File: src/rtl/audio_mix_pkg.sv
// audio_mix_pkg: shared constants and width helper for audio_mix_dac
package audio_mix_pkg;
  localparam int GAIN_FRAC  = 3;
  localparam int GAIN_UNITY = 8;
  localparam int DCB_SHIFT  = 8;
  function automatic int sum_width(input int nch, input int in_w, input int gain_w);
    return in_w + gain_w - GAIN_FRAC + $clog2(nch);
  endfunction
endpackage

File: src/rtl/audio_mix_dac_sd_dac1.sv
// sd_dac1: first-order sigma-delta 1-bit DAC, carry of the accumulator is the output bit
module sd_dac1 #(
  parameter int W = 16
) (
  input  logic         i_clk,
  input  logic         i_rst,
  input  logic [W-1:0] i_d,
  output logic         o_bit
);
  logic [W-1:0] r_acc;
  logic [W:0]   w_nxt;
  assign w_nxt = {1'b0, r_acc} + {1'b0, i_d};
  always_ff @(posedge i_clk) begin
    if (i_rst) begin
      r_acc <= '0;
      o_bit <= 1'b0;
    end else begin
      r_acc <= w_nxt[W-1:0];
      o_bit <= w_nxt[W];
    end
  end
endmodule

File: src/rtl/audio_mix_dac.sv
// audio_mix_dac: N-channel gain/mix/saturate pipeline feeding a 1-bit sigma-delta DAC.
// Define AUDIO_MIX_DC_BLOCK_EN to add a DC-blocking high-pass output stage (latency 4 instead of 3).
module audio_mix_dac
  import audio_mix_pkg::*;
#(
  parameter int NCH    = 4,
  parameter int IN_W   = 14,
  parameter int GAIN_W = 4,
  parameter int OUT_W  = 16
) (
  input  logic                    clk_sys,
  input  logic                    reset,
  input  logic                    ce_sample,
  input  logic [NCH*IN_W-1:0]     ch_data,
  input  logic [NCH-1:0]          ch_en,
  input  logic [NCH*GAIN_W-1:0]   ch_gain,
  input  logic                    clip_clr,
  output logic [OUT_W-1:0]        sample_out,
  output logic [OUT_W-1:0]        sample_s,
  output logic                    sample_valid,
  output logic                    clip,
  output logic                    dac_o
);
  localparam int P_W   = IN_W + GAIN_W - GAIN_FRAC;
  localparam int SUM_W = sum_width(NCH, IN_W, GAIN_W);
  localparam int M_W   = SUM_W > OUT_W ? SUM_W : OUT_W;
  logic [NCH-1:0][P_W-1:0] w_p, r_p;
  logic [SUM_W-1:0]        w_sum, r_sum;
  logic [M_W-1:0]          w_sum_x;
  logic                    w_sat;
  logic [OUT_W-1:0]        w_mix, r_sample;
  logic                    r_v1, r_v2, r_valid, r_clip;
  for (genvar k = 0; k < NCH; k++) begin : g_ch
    logic [IN_W+GAIN_W-1:0] w_prod;
    assign w_prod = (IN_W+GAIN_W)'(ch_data[k*IN_W +: IN_W]) * (IN_W+GAIN_W)'(ch_gain[k*GAIN_W +: GAIN_W]);
    assign w_p[k] = ch_en[k] ? P_W'(w_prod >> GAIN_FRAC) : '0;
  end
  always_comb begin
    w_sum = '0;
    for (int i = 0; i < NCH; i++) w_sum = w_sum + SUM_W'(r_p[i]);
  end
  assign w_sum_x = M_W'(r_sum);
  assign w_sat   = w_sum_x > M_W'({OUT_W{1'b1}});
  assign w_mix   = w_sat ? '1 : w_sum_x[OUT_W-1:0];
  // Each stage advances only when its valid bit says data is moving, so idle stages hold.
  always_ff @(posedge clk_sys) begin
    if (reset) begin
      r_p    <= '0;
      r_sum  <= '0;
      r_v1   <= 1'b0;
      r_v2   <= 1'b0;
      r_clip <= 1'b0;
    end else begin
      r_v1   <= ce_sample;
      r_v2   <= r_v1;
      if (ce_sample) r_p <= w_p;
      if (r_v1) r_sum <= w_sum;
      r_clip <= (r_v2 & w_sat) | (r_clip & ~clip_clr);
    end
  end
`ifdef AUDIO_MIX_DC_BLOCK_EN
  localparam int F_W = OUT_W + 2;
  logic [OUT_W-1:0]        r_x;
  logic                    r_v3;
  logic signed [F_W-1:0]   w_x, w_y, r_xp, r_yp;
  logic [OUT_W-1:0]        w_ys;
  logic                    w_in_rng;
  // Filter runs in the signed domain, so the unsigned midpoint maps to zero.
  assign w_x      = {{3{~r_x[OUT_W-1]}}, r_x[OUT_W-2:0]};
  assign w_y      = w_x - r_xp + r_yp - (r_yp >>> DCB_SHIFT);
  assign w_in_rng = w_y[F_W-1:OUT_W-1] == '0 || w_y[F_W-1:OUT_W-1] == '1;
  assign w_ys     = w_in_rng ? w_y[OUT_W-1:0] : {w_y[F_W-1], {(OUT_W-1){~w_y[F_W-1]}}};
  always_ff @(posedge clk_sys) begin
    if (reset) begin
      r_x      <= '0;
      r_v3     <= 1'b0;
      r_xp     <= '0;
      r_yp     <= '0;
      r_sample <= '0;
      r_valid  <= 1'b0;
    end else begin
      r_v3    <= r_v2;
      r_valid <= r_v3;
      if (r_v2) r_x <= w_mix;
      if (r_v3) begin
        r_xp     <= w_x;
        r_yp     <= {{2{w_ys[OUT_W-1]}}, w_ys};
        r_sample <= {~w_ys[OUT_W-1], w_ys[OUT_W-2:0]};
      end
    end
  end
`else
  always_ff @(posedge clk_sys) begin
    if (reset) begin
      r_sample <= '0;
      r_valid  <= 1'b0;
    end else begin
      r_valid <= r_v2;
      if (r_v2) r_sample <= w_mix;
    end
  end
`endif
  sd_dac1 #(.W(OUT_W)) u_dac (
    .i_clk (clk_sys),
    .i_rst (reset),
    .i_d   (r_sample),
    .o_bit (dac_o)
  );
  assign sample_out   = r_sample;
  assign sample_s     = {~r_sample[OUT_W-1], r_sample[OUT_W-2:0]};
  assign sample_valid = r_valid;
  assign clip         = r_clip;
endmodule

File: config.mk
export PLATFORM = sky130hd
export DESIGN_NAME = audio_mix_dac
export DESIGN_NICKNAME = d
export VERILOG_FILES = /design/src/rtl/audio_mix_pkg.sv /design/src/rtl/audio_mix_dac_sd_dac1.sv /design/src/rtl/audio_mix_dac.sv
export SDC_FILE = /design/constraint.sdc
export NUM_CORES = 1
export LEC_CHECK = 0
export BUFFER_PORTS_ARGS = -buffer_cell sky130_fd_sc_hd__buf_2
export CAP_MARGIN = 40
export CORE_MARGIN = 3
export CORE_UTILIZATION = 65
export CTS_CLUSTER_SIZE = 8
export DETAILED_ROUTE_END_ITERATION = 6
export PLACE_DENSITY_LB_ADDON = 0.1
export SKIP_CTS_REPAIR_TIMING = 1
export SLEW_MARGIN = 20
export SYNTH_ARGS = -nofsm -noshare
export SYNTH_HDL_FRONTEND = slang
export SYNTH_SLANG_ARGS = --single-unit
File: constraint.sdc
create_clock -name clk_sys -period 6.5 [get_ports clk_sys]
set_input_delay 0.325 -clock clk_sys [delete_from_list [all_inputs] [get_ports clk_sys]]
set_output_delay 0.325 -clock clk_sys [all_outputs]
set_load 0.005 [all_outputs]
* Word level (Yosys, flattened, before mapping)
Cells that the tools add are included.
** Operators by class
- Add/subtract/negate cells :: 4
- Multipliers :: 4
- Multiplexer cells :: 5
- Bitwise gates (word level) :: 5
- Magnitude comparators :: 1
** Operators with widths (count)
- multiplier 14 x 4 -> 18 bit :: 4
- 2-to-1 mux 15 bit :: 4
- adder 16 x 15 -> 17 bit :: 1
- adder 16 x 16 -> 17 bit :: 1
- adder 17 x 15 -> 17 bit :: 1
- > comparator 17 x 16 -> 1 bit, second input constant :: 1
- adder 15 x 15 -> 16 bit :: 1
- 2-to-1 mux 16 bit :: 1
- bitwise AND 1 bit :: 2
- NOT 1 bit :: 2
- bitwise OR 1 bit :: 1
** Word-level totals
- Bits of input ports :: 80
- Register bits after elaboration :: 114
- Logic and storage cells :: 31

* Longest topological paths before layout
Gate-level depths: netlist of the first run.
- Depth after elaboration :: 3
- Mapped depth :: 15
- Gate-level depth less buffers :: 14

* Hierarchy
A second synthesis of the first run with hierarchy kept.
** Unflattened totals
- Cell total of the unflattened synthesis :: 1582
- Area total of the unflattened synthesis :: 13026.2 um^2
** By module, submodules not included
- audio_mix_dac :: seq. area each 1941.9 um^2, instances 1, cells an instance 1444, area each 11796.3 um^2
- sd_dac1 :: seq. area each 340.3 um^2, instances 1, cells an instance 138, area each 1229.9 um^2

* Least setup slack after synthesis of the first run
OpenSTA, ideal clock, no wires.
- Kind :: input -> register
- Start :: in ch_gain[9]
- End :: reg r_p[42] (netlist bit)
- Buffers on the path :: 1
- Required time :: 6377 ps
- Arrival time :: 3423 ps
- Setup slack :: 2954 ps
- Cell stages on the path :: 14
- Path through :: clkbuf_1 and2_1 fa_1 inv_1 fa_1 inv_1 ha_1 and4_4 a31oi_4 a221o_2 a31oi_4 a2111oi_2 a2111oi_2 o21ai_1
** On the way
- Cells in the longest elaborated chain, start to end :: 2
** RTL lines
- from (decl) :: line audio_mix_dac.sv:16 : input logic [NCH*GAIN_W-1:0] ch_gain,
- multiplier 14 x 4 -> 18 bit :: line audio_mix_dac.sv:35 : assign w_prod = (IN_W+GAIN_W)'(ch_data[k*IN_W +: IN_W]) * (IN_W+GAIN_W)'(ch_gain[k*GAIN_W +: GAIN_W]);
- 2-to-1 mux 15 bit :: line audio_mix_dac.sv:36 : assign w_p[k] = ch_en[k] ? P_W'(w_prod >> GAIN_FRAC) : '0;
- to (signal assigned) :: line audio_mix_dac.sv:56 : if (ce_sample) r_p <= w_p;
- to (decl) :: line audio_mix_dac.sv:27 : logic [NCH-1:0][P_W-1:0] w_p, r_p;
Every way passes these cells.
A chain may end at the register's enable or synchronous reset.

* Final worst setup path of the first run
- Start :: reg r_p[16] (netlist bit)
- End :: reg r_sum[15]
** On the way
- Cells in the longest elaborated chain, start to end :: 3
** RTL lines
- adder 15 x 15 -> 16 bit :: line audio_mix_dac.sv:40 : for (int i = 0; i < NCH; i++) w_sum = w_sum + SUM_W'(r_p[i]);
- adder 16 x 15 -> 17 bit :: line audio_mix_dac.sv:40
- adder 17 x 15 -> 17 bit :: line audio_mix_dac.sv:40
- to (signal assigned) :: line audio_mix_dac.sv:57 : if (r_v1) r_sum <= w_sum;
- to (decl) :: line audio_mix_dac.sv:28 : logic [SUM_W-1:0] w_sum, r_sum;
Every way passes these cells.

==> run_summary.xml, run 1 <==
<?xml version="1.0" encoding="UTF-8"?>
<metrics>
  <group name="die">
    <metric name="width_of_the_die" unit="µm">146</metric>
    <metric name="initial_utilization" unit="">0.669</metric>
    <metric name="core_region_area" unit="µm²">19000</metric>
    <metric name="placement_rows" unit="">50</metric>
    <metric name="die_height" unit="µm">146</metric>
    <metric name="die_area" unit="µm²">21200</metric>
    <metric name="io-pin-count" unit="">115</metric>
  </group>
  <group name="yosys">
    <metric name="synth_common_cells" unit="">inv_1 (252), and2_1 (164), fa_1 (127)</metric>
    <metric name="postSynthNetCount" unit="">1850</metric>
    <metric name="synth-main-ff-cell" unit="">dfxtp_1</metric>
    <metric name="synth.ff_latch_count" unit="">114</metric>
    <metric name="syn-cell-area" unit="µm²">12700</metric>
    <metric name="portion_of_synthesized_cell_area_occupied_by_the_leading_cell_type" unit="">0.200</metric>
    <metric name="yosysSeqAreaShare" unit="">0.180</metric>
    <metric name="gate_count_of_the_mapped_netlist" unit="">1531</metric>
    <metric name="count_of_unique_library_cells_instantiated_by_yosys" unit="">69</metric>
    <metric name="synth_area_per_cell" unit="µm²">8.29</metric>
    <metric name="synth_edf_count" unit="">0</metric>
    <metric name="proportion_of_synthesized_flip_flops_having_asynchronous_set_or_reset" unit="">0</metric>
    <metric name="most_common_cell_in_the_netlist" unit="">inv_1</metric>
    <metric name="synthTopCellsByArea" unit="">fa_1 (20%), dfxtp_1 (18%), ha_1 (11%), and2_1 (8.1%), inv_1 (7.5%)</metric>
    <metric name="yosysTopAreaCell" unit="">fa_1</metric>
    <metric name="ys.warnings.count" unit="">0</metric>
  </group>
  <group name="cts">
    <metric name="worst_skew_pair.late_latency" unit="ns">0.42</metric>
    <metric name="clk_root_buffer_cell" unit="">clkbuf_16</metric>
    <metric name="numClockSinks" unit="">114</metric>
    <metric name="worst_setup_hold_path_clk_slew" unit="ns">0.05</metric>
    <metric name="clk_path_buf_depth" unit="">2</metric>
    <metric name="ctsHtreeMaxLevel" unit="">4</metric>
    <metric name="cts-buffers-inserted" unit="">17</metric>
    <metric name="cts_tree" unit="">built</metric>
  </group>
  <group name="hold_path">
    <metric name="holdCritPathClass" unit="">primary input to register</metric>
  </group>
  <group name="global_routing">
    <metric name="grt_pass1_wl" unit="mm">45.3</metric>
    <metric name="via_count_of_the_first_global_routing_pass" unit="">9859</metric>
    <metric name="grtUsageTotal" unit="">0.249</metric>
    <metric name="global_route.overflow_total" unit="">0</metric>
    <metric name="number_of_antenna_violations_at_the_first_check_in_global_routing" unit="">0</metric>
    <metric name="grt_max_degree" unit="">55</metric>
  </group>
  <group name="drt">
    <metric name="wl_met2" unit="mm">12.7</metric>
    <metric name="final_ant_viol_nets" unit="">0</metric>
    <metric name="via_to_cell_ratio" unit="">5.52</metric>
    <metric name="top_routing_layer_in_use" unit="">met4</metric>
    <metric name="met3_wl" unit="µm">907</metric>
    <metric name="drc_errors" unit="">0</metric>
    <metric name="routed_length_on_met1" unit="mm">12.1</metric>
    <metric name="firstDrtPassIters" unit="">6</metric>
    <metric name="route.detailed.wl_per_inst" unit="µm">13.9</metric>
    <metric name="drt_iter0_markers" unit="">459</metric>
    <metric name="via_count" unit="">10400</metric>
    <metric name="detail_route.wirelength" unit="mm">26.2</metric>
  </group>
  <group name="timing">
    <metric name="final-setup-viol-count" unit="">0</metric>
    <metric name="tns" unit="ns">0</metric>
    <metric name="timing.fmax" unit="GHz">0.269</metric>
    <metric name="hold_viol" unit="">0</metric>
    <metric name="timing.final.crit_share" unit="">0.571</metric>
    <metric name="timing_worst_slew_pin_value" unit="ns">0.677</metric>
    <metric name="finClkSkew" unit="ns">0.0133</metric>
    <metric name="period_minus_slack" unit="ns">3.71</metric>
    <metric name="report.final.slew_viol_count" unit="">0</metric>
    <metric name="rsz0062_at_grt" unit="">no</metric>
    <metric name="headroom_to_the_max_slew_limit" unit="">0.548</metric>
  </group>
  <group name="critical_path">
    <metric name="worst-endpoint-arrival" unit="ns">4.02</metric>
    <metric name="timing.critical_path.from_type" unit="">register</metric>
    <metric name="worst-endpoint-required" unit="ns">6.80</metric>
    <metric name="timing_worst_setup_path_type" unit="">register to register</metric>
    <metric name="worst-path-max-fanout" unit="">3</metric>
    <metric name="setup.worst_path.end_class" unit="">register</metric>
    <metric name="reg2reg_setup_slack" unit="ns">2.79</metric>
  </group>
  <group name="power_and_ir_drop">
    <metric name="power.density_cell_area" unit="nW/µm²">223</metric>
    <metric name="vdd.ir_drop.worst" unit="mV">0.188</metric>
    <metric name="leakage" unit="nW">6.90</metric>
  </group>
  <group name="final_layout">
    <metric name="antenna_cells" unit="">0</metric>
    <metric name="layout.cells.non_filler" unit="">1877</metric>
    <metric name="area_growth" unit="%">9.62</metric>
    <metric name="layout-drive-gt1-share" unit="">0.106</metric>
    <metric name="nFillCells" unit="">1517</metric>
    <metric name="final_net_count" unit="">1923</metric>
  </group>
  <group name="flow_run">
    <metric name="cap_violations" unit="">0</metric>
  </group>
  <group name="placement">
    <metric name="hpwl" unit="mm">21.0</metric>
    <metric name="io_buffers" unit="">114</metric>
    <metric name="gpl.final_weighted_congestion" unit="">0.873</metric>
    <metric name="placed_cells_incl_taps" unit="">1844</metric>
  </group>
  <group name="outcome">
    <metric name="run_status" unit="">finished clean</metric>
  </group>
</metrics>
-- metal layers --
metal / GRT usage / vias up
met5: 0 / -
met4: 0.0708 / 0
met3: 0.0321 / 30
li1: - / 5148
met1: 0.335 / 4964
met2: 0.424 / 225
-- critical path: stages, from the launching register on --
cell	delay (ns)
dfxtp_1	0.29
inv_1	0.18
fa_1	0.47
fa_1	0.43
inv_1	0.06
ha_1	0.15
inv_1	0.06
fa_1	0.45
nor2b_1	0.16
o31a_1	0.20
nor4_1	0.08
o31ai_1	0.51
a31oi_1	0.19
xnor2_1	0.17
a22o_1	0.19
-- state kept, by name (all words and copies together) (netlist names) --
name / flops
u_dac.r_acc: 16
r_p: 60
r_v1: 1
sample_out: 16
r_sum: 17
u_dac.o_bit: 1
r_v2: 1
clip: 1
sample_valid: 1
-- cells in the final DEF, fill, tap and decap left out, types with 5 or more instances in the layout --
master,synthesis,layout
a211oi_1,14,14
nor3b_1,13,13
mux2i_1,13,13
xnor2_1,35,35
clkinv_2,0,5
or2_2,6,6
nor2b_1,11,11
o21a_1,17,17
inv_1,252,252
xor2_1,25,25
o22ai_1,17,17
a31oi_1,16,16
or3_1,7,7
a2bb2oi_1,19,19
fa_1,127,127
nand4_1,5,5
o31ai_1,7,7
nand2_1,109,109
a21oi_1,67,67
buf_2,1,114
o21bai_1,6,6
ha_1,112,112
a21o_1,25,25
o21ai_0,53,53
dfxtp_1,114,114
nor3_1,9,9
and2_1,164,164
nand3_1,22,22
nand2b_1,25,25
nor2_1,109,108
clkbuf_16,0,17
-- area by class of cell --
| class | count | area (µm²) | area share |
|---|---|---|---|
| timing repair buffer | 119 | 628 | 0.0452 |
| multi-input combinational | 1100 | 9150 | 0.658 |
| tap | 260 | 325 | 0.0234 |
| inverter | 252 | 946 | 0.0680 |
| sequential | 114 | 2280 | 0.164 |
| clock inverter | 10 | 108 | 0.00774 |
| clock buffer | 22 | 474 | 0.0341 |
-- worst paths after layout --
kind,startpoint,end,cells past startpoint
worst max-delay path,r_p[16],r_sum[15],14
worst min register to register,r_p[52],r_p[52],2
worst max register to register,r_p[16],r_sum[15],14
worst min-delay path,clip_clr,clip,3
-- metrics by stage --
step / instance area, µm² / setup slack (ns) / utilization / hold WS, ns / power [mW]
3_3_place_gp: 13300 / 2.66 / 0.701 / 0.440 / 2.15
2_1_floorplan: 12700 / 2.95 / - / 0.425 / 1.90
4_1_cts: 13900 / 2.77 / 0.733 / 0.169 / 3.12
6_report: 13900 / 2.79 / 0.734 / 0.184 / 3.11
5_1_grt: 13900 / 2.59 / 0.734 / 0.186 / 3.35
3_5_place_dp: 13300 / 2.58 / 0.702 / 0.451 / 2.19
-- power by group --
part | total, mW | internal [mW] | switching (mW)
clock | 0.908 | 0.590 | 0.318
sequential | 0.807 | 0.767 | 0.0406
combinational | 1.39 | 0.602 | 0.789
-- cell families (layout without fill, tap and decap cells) --
| group | Yosys count | in the layout | share of synthesized area |
|---|---|---|---|
| buffers and inverters | 317 | 403 | 0.0995 |
| xor gates and xnor gates | 60 | 60 | 0.0414 |
| AOI/OAI and AO/OA | 290 | 290 | 0.154 |
| muxes | 14 | 14 | 0.0111 |
| adders and majority gates | 239 | 239 | 0.311 |
| and+or+nand+nor | 497 | 497 | 0.203 |
| DFF | 114 | 114 | 0.180 |
No activity file was read; power rests on OpenSTA's default activity.
==> run 2: changes to the inputs <==
Settings changed: CORE_UTILIZATION 65 to 62.
Clock period 6.5 ns to 3.6 ns, I/O delays scaled along.
==> run_summary.xml, run 2 (same netlist as run 1, synthesis figures left out) <==
<?xml version="1.0" encoding="UTF-8"?>
<metrics>
  <group name="outcome">
    <metric name="run_status" unit="">finished clean</metric>
  </group>
  <group name="power_and_ir_drop">
    <metric name="power.density_cell_area" unit="nW/µm²">409</metric>
    <metric name="p_total" unit="mW">5.78</metric>
    <metric name="clkPwrFrac" unit="">0.304</metric>
    <metric name="total_switching_power" unit="mW">2.08</metric>
    <metric name="leakage" unit="nW">7.03</metric>
    <metric name="vdd.ir_drop.worst" unit="mV">0.362</metric>
    <metric name="comb_power_share" unit="">0.443</metric>
    <metric name="power_report.internal_total" unit="mW">3.69</metric>
    <metric name="sw_frac_of_total" unit="">0.360</metric>
    <metric name="pwr-share-seq" unit="">0.253</metric>
  </group>
  <group name="cts">
    <metric name="cts-buffers-inserted" unit="">17</metric>
    <metric name="worst_skew_pair.late_latency" unit="ns">0.41</metric>
    <metric name="cts_tree" unit="">built</metric>
    <metric name="worst_setup_hold_path_clk_slew" unit="ns">0.06</metric>
    <metric name="clk_path_buf_depth" unit="">2</metric>
    <metric name="ctsHtreeMaxLevel" unit="">4</metric>
    <metric name="numClockSinks" unit="">114</metric>
    <metric name="clk_root_buffer_cell" unit="">clkbuf_16</metric>
  </group>
  <group name="die">
    <metric name="core_region_area" unit="µm²">19800</metric>
    <metric name="width_of_the_die" unit="µm">149</metric>
    <metric name="placement_rows" unit="">51</metric>
    <metric name="die_area" unit="µm²">22200</metric>
    <metric name="initial_utilization" unit="">0.641</metric>
    <metric name="io-pin-count" unit="">115</metric>
    <metric name="die_height" unit="µm">149</metric>
  </group>
  <group name="final_layout">
    <metric name="registers.top_by_ff_count" unit="">r_p</metric>
    <metric name="antenna_cells" unit="">0</metric>
    <metric name="mostFrequentLayoutCell" unit="">inv_1</metric>
    <metric name="final_net_count" unit="">1946</metric>
    <metric name="layout-drive-gt1-share" unit="">0.120</metric>
    <metric name="reg.largest.list" unit="">r_p (60), r_sum (17)</metric>
    <metric name="area_growth" unit="%">11.3</metric>
    <metric name="largest_register_ff_count" unit="">60</metric>
    <metric name="nFillCells" unit="">1619</metric>
    <metric name="final_cell_mix" unit="">inv_1 (251), and2_1 (164), fa_1 (127)</metric>
  </group>
  <group name="global_routing">
    <metric name="use_met2" unit="">0.423</metric>
    <metric name="via_count_of_the_first_global_routing_pass" unit="">10200</metric>
    <metric name="grt_busiest_layer" unit="">met2</metric>
    <metric name="global_route.overflow_total" unit="">0</metric>
    <metric name="grt_pass1_wl" unit="mm">46.1</metric>
    <metric name="grt_max_degree" unit="">52</metric>
    <metric name="met1_usage" unit="">0.336</metric>
    <metric name="number_of_antenna_violations_at_the_first_check_in_global_routing" unit="">0</metric>
    <metric name="grt_use_met3" unit="">0.0316</metric>
    <metric name="grtUsageTotal" unit="">0.247</metric>
  </group>
  <group name="flow_run">
    <metric name="cap_violations" unit="">0</metric>
  </group>
  <group name="placement">
    <metric name="hpwl" unit="mm">21.4</metric>
    <metric name="io_buffers" unit="">114</metric>
    <metric name="gpl.final_weighted_congestion" unit="">0.868</metric>
  </group>
  <group name="drt">
    <metric name="via_count" unit="">10400</metric>
    <metric name="detail_route.wirelength" unit="mm">26.4</metric>
    <metric name="firstDrtPassIters" unit="">5</metric>
    <metric name="drc_errors" unit="">0</metric>
    <metric name="route.detailed.wl_per_inst" unit="µm">13.9</metric>
    <metric name="final_ant_viol_nets" unit="">0</metric>
    <metric name="drt_iter0_markers" unit="">468</metric>
    <metric name="via_to_cell_ratio" unit="">5.45</metric>
  </group>
  <group name="critical_path">
    <metric name="worst-endpoint-arrival" unit="ns">3.72</metric>
    <metric name="timing.critical_path.from_type" unit="">register</metric>
    <metric name="setup.worst_path.end_class" unit="">register</metric>
    <metric name="worst-path-max-fanout" unit="">3</metric>
    <metric name="worst-endpoint-required" unit="ns">3.90</metric>
    <metric name="timing_worst_setup_path_type" unit="">register to register</metric>
  </group>
  <group name="timing">
    <metric name="timing.fmax" unit="GHz">0.292</metric>
    <metric name="tns" unit="ns">0</metric>
    <metric name="headroom_to_the_max_slew_limit" unit="">0.565</metric>
    <metric name="finClkSkew" unit="ns">0.00980</metric>
    <metric name="timing_worst_slew_pin_value" unit="ns">0.651</metric>
    <metric name="period_minus_slack" unit="ns">3.42</metric>
    <metric name="report.final.slew_viol_count" unit="">0</metric>
    <metric name="rsz0062_at_grt" unit="">no</metric>
    <metric name="timing.final.crit_share" unit="">0.951</metric>
    <metric name="hold_viol" unit="">0</metric>
    <metric name="final-setup-viol-count" unit="">0</metric>
  </group>
  <group name="hold_path">
    <metric name="holdCritPathClass" unit="">primary input to register</metric>
  </group>
</metrics>
run 2: per-stage QoR:
stage               setup WS [ns]  cells  cell area [µm²]  hold WS [ns]  utilization
detailed placement         0.0221   1871            13500         0.450        0.681
global placement           0.0746   1870            13500         0.439        0.681
CTS                        0.0807   1903            14100        0.0237        0.713
global route              0.00389   1905            14100        0.0616        0.714
finish                      0.176   1905            14100        0.0434        0.714
floorplan                   0.199   1531            12700         0.330            -
run 2: critical path: stages, from the launching register on:
cell	delay, ns
dfxtp_1	0.32
inv_2	0.07
fa_1	0.52
fa_1	0.40
inv_1	0.06
ha_1	0.15
inv_1	0.06
fa_1	0.45
nor2b_1	0.17
o31a_1	0.19
nor4_2	0.06
o31ai_1	0.24
buf_4	0.16
a31oi_1	0.10
xnor2_1	0.14
a22o_1	0.20
run 2: cell type report:
cell class,instances,area (µm²),share of cell area
multi-input cells,1100,9150,0.648
flip-flops and latches,114,2280,0.162
inverters,252,946,0.0670
repair buffers,142,788,0.0558
clock buffers,24,502,0.0355
well taps,265,332,0.0235
clock inverters,8,124,0.00877
run 2: metal layers:
layer	up-vias	share of wire	routed length (µm)
met4	0	0.018	466
met3	35	0.033	875
met1	4964	0.47	12400
met5	-	0	0
li1	5186	-	-
met2	200	0.48	12700
run 2: worst paths after layout:
path / from / to / slack, ns / cells past startpoint
min: clip_clr / clip / 0.04 / 3
max reg2reg: r_p[16] / r_sum[15] / 0.18 / 15
min reg2reg: r_p[54] / r_p[54] / 0.46 / 2
max: r_p[16] / r_sum[15] / 0.18 / 15
run 2: power by group through the flow:
stage | Sequential (mW) | Combinational, mW | Clock (mW)
3_5_place_dp | 1.48 | 2.54 | 0
3_3_place_gp | 1.48 | 2.48 | 0
4_1_cts | 1.46 | 2.56 | 1.78
5_1_grt | 1.47 | 2.93 | 1.83
6_report | 1.46 | 2.56 | 1.76
2_1_floorplan | 1.46 | 1.97 | 0
==> run 3: changes to the inputs <==
--- a/config.mk
+++ b/config.mk
@@ -13,3 +13,3 @@
 export DETAILED_ROUTE_END_ITERATION = 6
-export PLACE_DENSITY_LB_ADDON = 0.1
+export PLACE_DENSITY = 0.86
 export SKIP_CTS_REPAIR_TIMING = 1
==> constraint.sdc (replaced) <==
create_clock -name clk_sys -period 3.6 [get_ports clk_sys]
set_input_delay 0.54 -clock clk_sys [delete_from_list [all_inputs] [get_ports clk_sys]]
set_output_delay 0.54 -clock clk_sys [all_outputs]
set_load 0.005 [all_outputs]
==> run_summary.xml, run 3 (same netlist as run 1, synthesis figures left out) <==
<?xml version="1.0" encoding="UTF-8"?>
<metrics>
  <group name="outcome">
    <metric name="run_status" unit="">finished with violations</metric>
    <metric name="failed_checks" unit="">design-rule violations</metric>
  </group>
  <group name="drt">
    <metric name="detail_route.wirelength" unit="mm">30.1</metric>
    <metric name="route.detailed.wl_per_inst" unit="µm">15.1</metric>
    <metric name="via_to_cell_ratio" unit="">5.56</metric>
    <metric name="drt_iter0_markers" unit="">670</metric>
    <metric name="drc_errors" unit="">4</metric>
    <metric name="firstDrtPassIters" unit="">7</metric>
    <metric name="final_ant_viol_nets" unit="">0</metric>
    <metric name="via_count" unit="">11100</metric>
  </group>
  <group name="die">
    <metric name="die_height" unit="µm">149</metric>
    <metric name="core_region_area" unit="µm²">19800</metric>
    <metric name="die_area" unit="µm²">22200</metric>
    <metric name="placement_rows" unit="">51</metric>
    <metric name="io-pin-count" unit="">115</metric>
    <metric name="width_of_the_die" unit="µm">149</metric>
    <metric name="initial_utilization" unit="">0.641</metric>
  </group>
  <group name="critical_path">
    <metric name="worstReg2RegStart" unit="">r_p[17]</metric>
    <metric name="worst-endpoint-arrival" unit="ns">3.89</metric>
    <metric name="timing.critical_path.from_type" unit="">register</metric>
    <metric name="timing_worst_setup_path_type" unit="">register to register</metric>
    <metric name="r2r.worst_path.cells" unit="">12</metric>
    <metric name="worst-path-max-fanout" unit="">2</metric>
    <metric name="worst-endpoint-required" unit="ns">3.95</metric>
    <metric name="worstReg2RegEnd" unit="">r_sum[12]</metric>
    <metric name="reg2reg_setup_slack" unit="ns">0.07</metric>
    <metric name="setup.worst_path.end_class" unit="">register</metric>
  </group>
  <group name="final_layout">
    <metric name="registers.top_by_ff_count" unit="">r_p</metric>
    <metric name="finish.utilization" unit="">0.752</metric>
    <metric name="final_cell_mix" unit="">inv_1 (251), and2_1 (163), fa_1 (126)</metric>
    <metric name="layout-drive-gt1-share" unit="">0.171</metric>
    <metric name="reg.largest.list" unit="">r_p (60), r_sum (17)</metric>
    <metric name="post-route-cell-area" unit="µm²">14900</metric>
    <metric name="mostFrequentLayoutCell" unit="">inv_1</metric>
    <metric name="area_growth" unit="%">17.2</metric>
    <metric name="layout.cells.non_filler" unit="">1989</metric>
    <metric name="antenna_cells" unit="">0</metric>
    <metric name="largest_register_ff_count" unit="">60</metric>
    <metric name="final_net_count" unit="">2030</metric>
  </group>
  <group name="timing">
    <metric name="fin_hold_ws" unit="ns">0.398</metric>
    <metric name="period_minus_slack" unit="ns">3.53</metric>
    <metric name="finalWorstSetupSlack" unit="ns">0.0693</metric>
    <metric name="hold_viol" unit="">0</metric>
    <metric name="timing.fmax" unit="GHz">0.283</metric>
    <metric name="tns" unit="ns">0</metric>
    <metric name="timing_worst_slew_pin_value" unit="ns">0.650</metric>
    <metric name="final-setup-viol-count" unit="">0</metric>
    <metric name="headroom_to_the_max_slew_limit" unit="">0.566</metric>
    <metric name="finClkSkew" unit="ns">0.00916</metric>
    <metric name="report.final.slew_viol_count" unit="">0</metric>
    <metric name="timing.final.crit_share" unit="">0.981</metric>
  </group>
  <group name="flow_run">
    <metric name="cap_violations" unit="">0</metric>
  </group>
  <group name="power_and_ir_drop">
    <metric name="leakage" unit="nW">7.46</metric>
    <metric name="vdd.ir_drop.worst" unit="mV">0.390</metric>
    <metric name="power.density_cell_area" unit="nW/µm²">414</metric>
    <metric name="p_total" unit="mW">6.16</metric>
  </group>
  <group name="hold_path">
    <metric name="holdCritPathClass" unit="">primary input to register</metric>
    <metric name="worstHoldStart" unit="">clip_clr</metric>
    <metric name="holdPathStages" unit="">3</metric>
    <metric name="timing.hold.worst_endpoint" unit="">clip</metric>
  </group>
  <group name="global_routing">
    <metric name="grt_max_degree" unit="">53</metric>
    <metric name="grtUsageTotal" unit="">0.276</metric>
    <metric name="grt_pass1_wl" unit="mm">51.1</metric>
    <metric name="global_route.overflow_total" unit="">0</metric>
    <metric name="via_count_of_the_first_global_routing_pass" unit="">11400</metric>
    <metric name="number_of_antenna_violations_at_the_first_check_in_global_routing" unit="">0</metric>
  </group>
  <group name="placement">
    <metric name="io_buffers" unit="">114</metric>
    <metric name="preCtsSetupSlack" unit="ns">-0.236</metric>
    <metric name="placed_cells_incl_taps" unit="">1956</metric>
    <metric name="gpl.final_weighted_congestion" unit="">0.884</metric>
    <metric name="detailed_place.area" unit="µm²">14200</metric>
    <metric name="hpwl" unit="mm">23.3</metric>
  </group>
  <group name="cts">
    <metric name="cts_tree" unit="">built</metric>
    <metric name="clk_root_buffer_cell" unit="">clkbuf_16</metric>
    <metric name="cts-buffers-inserted" unit="">17</metric>
    <metric name="clk_path_buf_depth" unit="">2</metric>
    <metric name="worst_setup_hold_path_clk_slew" unit="ns">0.05</metric>
    <metric name="worst_skew_pair.late_latency" unit="ns">0.41</metric>
    <metric name="ctsHtreeMaxLevel" unit="">4</metric>
    <metric name="numClockSinks" unit="">114</metric>
  </group>
</metrics>
-- run 3: worst max-delay path by stage --
stage	slack (ns)	to	startpoint	cells after the start
final	0.07	r_sum[12]	r_p[17]	12
after global routing	-0.05	r_sum[12]	r_p[17]	12
after CTS	0.02	r_sum[13]	r_p[16]	15
after detailed placement	-0.24	r_p[27]	ch_gain[7]	15
after global placement	-0.12	r_p[13]	ch_gain[3]	15
after floorplan	-0.02	r_p[29]	ch_gain[7]	15
-- run 3: report_power, final --
part | switching [mW] | internal [mW]
sequential | 0.0816 | 1.38
clock | 0.577 | 1.19
combinational | 1.57 | 1.36
-- run 3: worst max-delay path, cell delays in order (launching register included) --
cell and delay [ns]:
dfxtp_1 0.30, inv_1 0.21, fa_1 0.47, fa_1 0.54, inv_1 0.06, ha_1 0.27
a21oi_1 0.08, o21ai_0 0.22, a21oi_1 0.15, o21ai_0 0.43, a31oi_1 0.19, nor4b_1 0.40
a211o_1 0.16
-- run 3: layer usage --
layer	wire length (µm)	up-vias	global-route usage
li1	-	5340	-
met1	12300	5301	0.330
met2	15100	338	0.492
met3	1500	89	0.0444
met4	1210	0	0.116
met5	0	-	0
-- run 3: layout make-up --
| cell class | count | area, µm² |
|---|---|---|
| well taps | 265 | 332 |
| flip-flops and latches | 114 | 2280 |
| inverters | 252 | 946 |
| clock buffers | 22 | 464 |
| clock inverters | 10 | 156 |
| fillers | 1335 | 4910 |
| repair buffers | 226 | 1420 |
| multi-input cells | 1100 | 9280 |
